===== src/rtl/stream_serializer_pkg.sv =====
// stream_serializer_pkg: shared types for the wide-to-narrow stream serializer.
package stream_serializer_pkg;
    typedef enum logic {IDLE = 1'b0, BUSY = 1'b1} state_t;
endpackage


===== src/rtl/stream_serializer.sv =====
// stream_serializer: splits one RATIO*WIDTH-bit word into RATIO narrow beats, LSB slice first, with no bubble between words.
module stream_serializer
    import stream_serializer_pkg::*;
#(
    parameter int WIDTH = 8,
    parameter int RATIO = 4
) (
    input  logic                     clock,
    input  logic                     reset_n,
    input  logic [WIDTH*RATIO-1:0]   up_data,
    input  logic                     up_valid,
    output logic                     up_ready,
    output logic [WIDTH-1:0]         down_data,
    output logic                     down_valid,
    output logic                     down_last,
    input  logic                     down_ready
);
    localparam int CNT_W = $clog2(RATIO);
    localparam logic [CNT_W-1:0] LAST_BEAT = CNT_W'(RATIO - 1);

    if (RATIO < 2) begin : g_ratio_check
        $fatal(1, "stream_serializer: RATIO must be >= 2");
    end

    state_t                 state_q, state_d;
    logic [CNT_W-1:0]       cnt_q, cnt_d;
    logic [WIDTH*RATIO-1:0] sreg_q, sreg_d;
    logic                   on_last, up_fire, dn_fire;

    // Upstream may reload on the final beat's handshake, which keeps the link saturated.
    assign up_ready   = state_q == IDLE || (down_ready && cnt_q == LAST_BEAT);
    assign down_valid = state_q == BUSY;
    assign down_last  = on_last;
    assign down_data  = sreg_q[WIDTH-1:0];

    always_comb begin
        on_last = state_q == BUSY && cnt_q == LAST_BEAT;
        up_fire = up_valid && up_ready;
        dn_fire = state_q == BUSY && down_ready;
        state_d = state_q;
        cnt_d   = cnt_q;
        sreg_d  = sreg_q;
        if (up_fire) begin
            state_d = BUSY;
            cnt_d   = '0;
            sreg_d  = up_data;
        end else if (dn_fire && !on_last) begin
            cnt_d   = cnt_q + CNT_W'(1);
            sreg_d  = sreg_q >> WIDTH;
        end else if (dn_fire) begin
            state_d = IDLE;
            cnt_d   = '0;
        end
    end

    always_ff @(posedge clock or negedge reset_n) begin
        if (!reset_n) begin
            state_q <= IDLE;
            cnt_q   <= '0;
            sreg_q  <= '0;
        end else begin
            state_q <= state_d;
            cnt_q   <= cnt_d;
            sreg_q  <= sreg_d;
        end
    end
endmodule


===== config.mk =====
export PLATFORM = sky130hd
export DESIGN_NAME = stream_serializer
export DESIGN_NICKNAME = d
export VERILOG_FILES = /design/src/rtl/stream_serializer_pkg.sv /design/src/rtl/stream_serializer.sv
export SDC_FILE = /design/constraint.sdc
export NUM_CORES = 1
export LEC_CHECK = 0
export ABC_AREA = 1
export CAP_MARGIN = 20
export CORE_ASPECT_RATIO = 1.25
export CORE_UTILIZATION = 52
export CTS_BUF_LIST = sky130_fd_sc_hd__clkbuf_2
export DETAILED_ROUTE_END_ITERATION = 10
export PLACE_DENSITY = 0.84
export SYNTH_ARGS = -nofsm -noshare
export SYNTH_HDL_FRONTEND = slang
export SYNTH_SLANG_ARGS = --single-unit

===== constraint.sdc =====
create_clock -name clock -period 1.6 [get_ports clock]
set_clock_uncertainty 0.05 [all_clocks]
set_input_delay 0.32 -clock clock [delete_from_list [all_inputs] [get_ports clock]]
set_output_delay 0.32 -clock clock [all_outputs]
set_load 0.01 [all_outputs]

# Word level (Yosys, flattened, before mapping)
# Index checks and enable logic that the tools add are counted.
# Widths: inputs -> output; s select.
# totals
reg_bits	35
input_bits	36
output_inout_bits	11
elab_cells	26
# op_classes
add_sub_neg	1
eq_ne	2
n_mux	8
bitwise_logic	1
n_reduce_logical	11
# ops
operator	count
$mux 32	2
$mux 2	3
$logic_and 1x1->1	5
$reduce_bool 2->1	2
$mux 1	3
$reduce_bool 3->1	1
$add 2x1->2 const B	1
$eq 2x2->1 const B	1
$ne 2x2->1 const B	1
$reduce_and 2->1	1
$logic_not 1->1	1
$logic_or 1x1->1	1
$not 1->1	1

# Logic depth before layout (Yosys ltp)
# depth
ltp_word	6
depth_mapped	8
mapped_depth_nobuf	7

# Worst setup path after synthesis
# Ideal clock, no wire load.
# synth_path
path_kind	flip-flop to output port
startpoint	reg cnt_q[0]
endpoint	out up_ready
arrival_ns	0.989
required_ns	1.230
slack_ns	0.241
path_stages_with_launch	5
cell_sequence	dfrtp_1 -> ha_1 -> nand2_1 -> nand2_2 -> buf_2
# synth_via
elab_chain_len	3
# synth_lines
item	line_no	text
start: declaration	stream_serializer.sv:26	logic [CNT_W-1:0] cnt_q, cnt_d;
start signal: assignment	stream_serializer.sv:63	cnt_q <= cnt_d;
$eq 2x2->1	stream_serializer.sv:31	assign up_ready = state_q == IDLE || (down_ready && cnt_q == LAST_BEAT);
$logic_and 1x1->1	stream_serializer.sv:31	
$logic_or 1x1->1	stream_serializer.sv:31	
end: declaration	stream_serializer.sv:12	output logic up_ready,
# No other way between the ends.

# Final worst setup path
# Ends and elaborated chain as after synthesis.

==> impl_metrics.yaml <==
placed_design:
  dp_hpwl_um: 2598
  portBuffers: 46
  place_congestion: 0.7943
  placement.cell_area_um2: 2432
grt:
  grt_overflow: 0
  grt_max_degree: 36
  grt_pass1_wl_um: 6851
  gr-usage-all-layers_pct: 21.80
  antenna_found_initial: 0
  grt_pass1_vias: 1651
power:
  p_per_area_nw_per_um2: 1361
  clockPowerShare_pct: 10.4
  cellInternalPower_mw: 2.128
  switching_share_pct: 39.22
  p_leak_nw: 1.349
  pwr-share-seq_pct: 41.0
  max-vdd-ir-drop_mv: 0.8364
  p_comb_share_pct: 48.7
  p_total_mw: 3.501
  p_sw_mw: 1.373
clock_network:
  clk_latency_ns: 0.37
  cts_tree: "yes"
  ctsLongestPathBuffers: 2
  htree_levels: 2
  cts_root_buffer: "clkbuf_2"
  path_clk_slew_ns: 0.15
  numClockSinks: 35
  cts-buffers-inserted: 5
setup_path:
  regToRegEndpoint: "sreg_q[31]"
  cp-startpoint: "cnt_q[0]"
  reg2reg_setup_slack_ns: 0.07
  cp-end-kind: "output pin"
  cp_data_required_time_ns: 1.23
  crit_fanout: 3
  r2r_cells: 8
  critPathCapture: "up_ready"
  reg2reg_from: "cnt_q[0]"
  cp-start-kind: "register"
  critPathKind: "register to output pin"
  arrival_ns: 1.26
layout:
  stdcell_area_um2: 2572
  area_growth_pct: 27.86
  fillerInstances: 292
  drive_gt1_share_pct: 25.94
  diodes: 0
  nets: 331
timing:
  min_period_ns: 1.626
  fmax_mhz: 615.1
  tightest_slew_ns: 0.4477
  slew_headroom_pct: 70.15
  rsz0062_at_grt: "yes"
  tns_ns: -0.02578
  finalCritPeriodShare_pct: 101.6
  setup_viol: 1
  hold_viol: 0
  setup_ws_ns: -0.02578
  drv_slew: 0
  hold_ws_ns: 0.4227
yosys:
  syn_avg_cell_area_um2: 8.280
  netlist_top_cells_area: "dfrtp_1 44%, nand2_1 12%, nand3_2 11%"
  synth_compound_area_share_pct: 0.7463
  synth_cells: 243
  yosys.area_share.simple_pct: 40.98
  muxShareOfSynthArea_pct: 0
  ys_ff_latch: 35
  yosysTopAreaCellShare_pct: 43.53
  ys_seq_area_share_pct: 43.53
  syn_nets: 280
  yosys.area.top_type: "dfrtp_1"
  syn_area_um2: 2012
  yosys_warnings: 0
  synthAdderAreaFrac_pct: 0.6219
  synth_top_family_by_area: "simple AND/OR/NAND/NOR gates"
  synthXorXnorAreaFrac_pct: 0
  ys_types: 17
detailed_routing:
  first_pass_iters: 7
  vias: 1681
  drt_iter0_drc: 66
  drt-total-wl_um: 3942
  drc_errors: 4
  wl_per_cell_um: 11.87
  vias_per_cell: 5.063
  postRouteAntennaNets: 0
run_status:
  violations: "DRC, setup timing"
  status: "finished, violations left"
floorplan:
  die_area_um2: 4124
  start_util_pct: 55.83
  core_area_um2: 3603
  ios: 47
  fp.dieW_um: 57.64
  row_count: 24
  die_h_um: 71.55
flow_run:
  max_cap_viol_count: 0
hold_path:
  holdPathStages: 3
  min-delay-path-class: "input port to register"
cell usage in the layout, fill, tap and decap left out, types with 3 or more instances in the layout:
| master | count |
|---|---|
| nand3_1 | 42 |
| nand2_1 | 65 |
| buf_6 | 3 |
| clkdlybuf4s50_1 | 34 |
| dlygate4sd2_1 | 9 |
| nand3_2 | 22 |
| inv_1 | 27 |
| clkbuf_2 | 6 |
| dfrtp_1 | 35 |
| buf_4 | 16 |
| nand2_2 | 20 |
repair_timing:
action,in CTS,in global routing
pin swaps,1,2
setup buffers,10,1
hold buffers,1,0
hold endpoints to repair,35,0
setup endpoints to repair,43,34
gates resized for setup,20,5
how the worst min path moves through the flow:
stage,startpoint,end,slack [ns]
floorplan,reset_n,cnt_q[0],-0.03
global placement,reset_n,cnt_q[1],0.33
detailed placement,reset_n,down_valid,0.33
CTS,up_data[29],sreg_q[29],0.40
global route,up_data[26],sreg_q[26],0.43
finish,up_data[30],sreg_q[30],0.42
routing by layer:
layer  share of wire, %  global-route usage (%)  vias up
met3                4.1                   5.054        6
met1                 42                   24.02      783
met2                 52                   39.28       38
met5                  0                       0        -
li1                   -                       -      854
met4                1.6                   9.756        0
cells by family after synthesis:
logic type | after synthesis
flip-flops | 35
AO/OA/AOI/OAI | 3
adder cells (fa/ha/maj) | 1
buffers and inverters | 51
AND/OR/NAND/NOR | 153
per-stage QoR:
stage	worst slack, ns	utilization [%]	cells
3_5_place_dp	-0.2966	67.50	314
2_1_floorplan	0.2405	-	243
5_1_grt	-0.08844	71.39	332
4_1_cts	-0.07322	70.63	331
6_report	-0.02578	71.39	332
3_3_place_gp	-0.3018	67.50	314
registers in the layout, indices dropped and copies added (netlist names):
register	count
down_valid	1
sreg_q	32
cnt_q	2
cell type report:
type	count	area [um^2]	share of cell area, %
clock buffer	6	30.03	1.167
sequential	35	875.8	34.05
timing repair buffer	67	633.1	24.61
inverter	28	107.6	4.183
tap	39	48.80	1.897
multi-input combinational	157	877.1	34.10
critical path, cell delays in order (launching register included):
cell,delay (ns)
dfrtp_1,0.44
ha_4,0.19
nand2_4,0.07
nand2_4,0.07
buf_6,0.12
synth_stat cells:
cell type,instances
a21oi_1,1
ha_1,1
nand2_2,21
nor2_1,1
nand3_1,42
dfrtp_1,35
nor2_4,1
buf_1,1
inv_1,27
nand3_2,22
inv_4,1
nand2_1,66
buf_6,5
buf_4,13
buf_2,3
clkbuf_1,1
o21ai_0,2
power groups by stage:
stage,sequential (mW),combinational [mW],clock (mW)
2_1_floorplan,1.42,1.21,0
5_1_grt,1.48,1.89,0.413
3_5_place_dp,1.47,1.55,0
6_report,1.43,1.70,0.363
4_1_cts,1.43,1.65,0.382
3_3_place_gp,1.44,1.51,0
(Power assumes the default switching activity.)
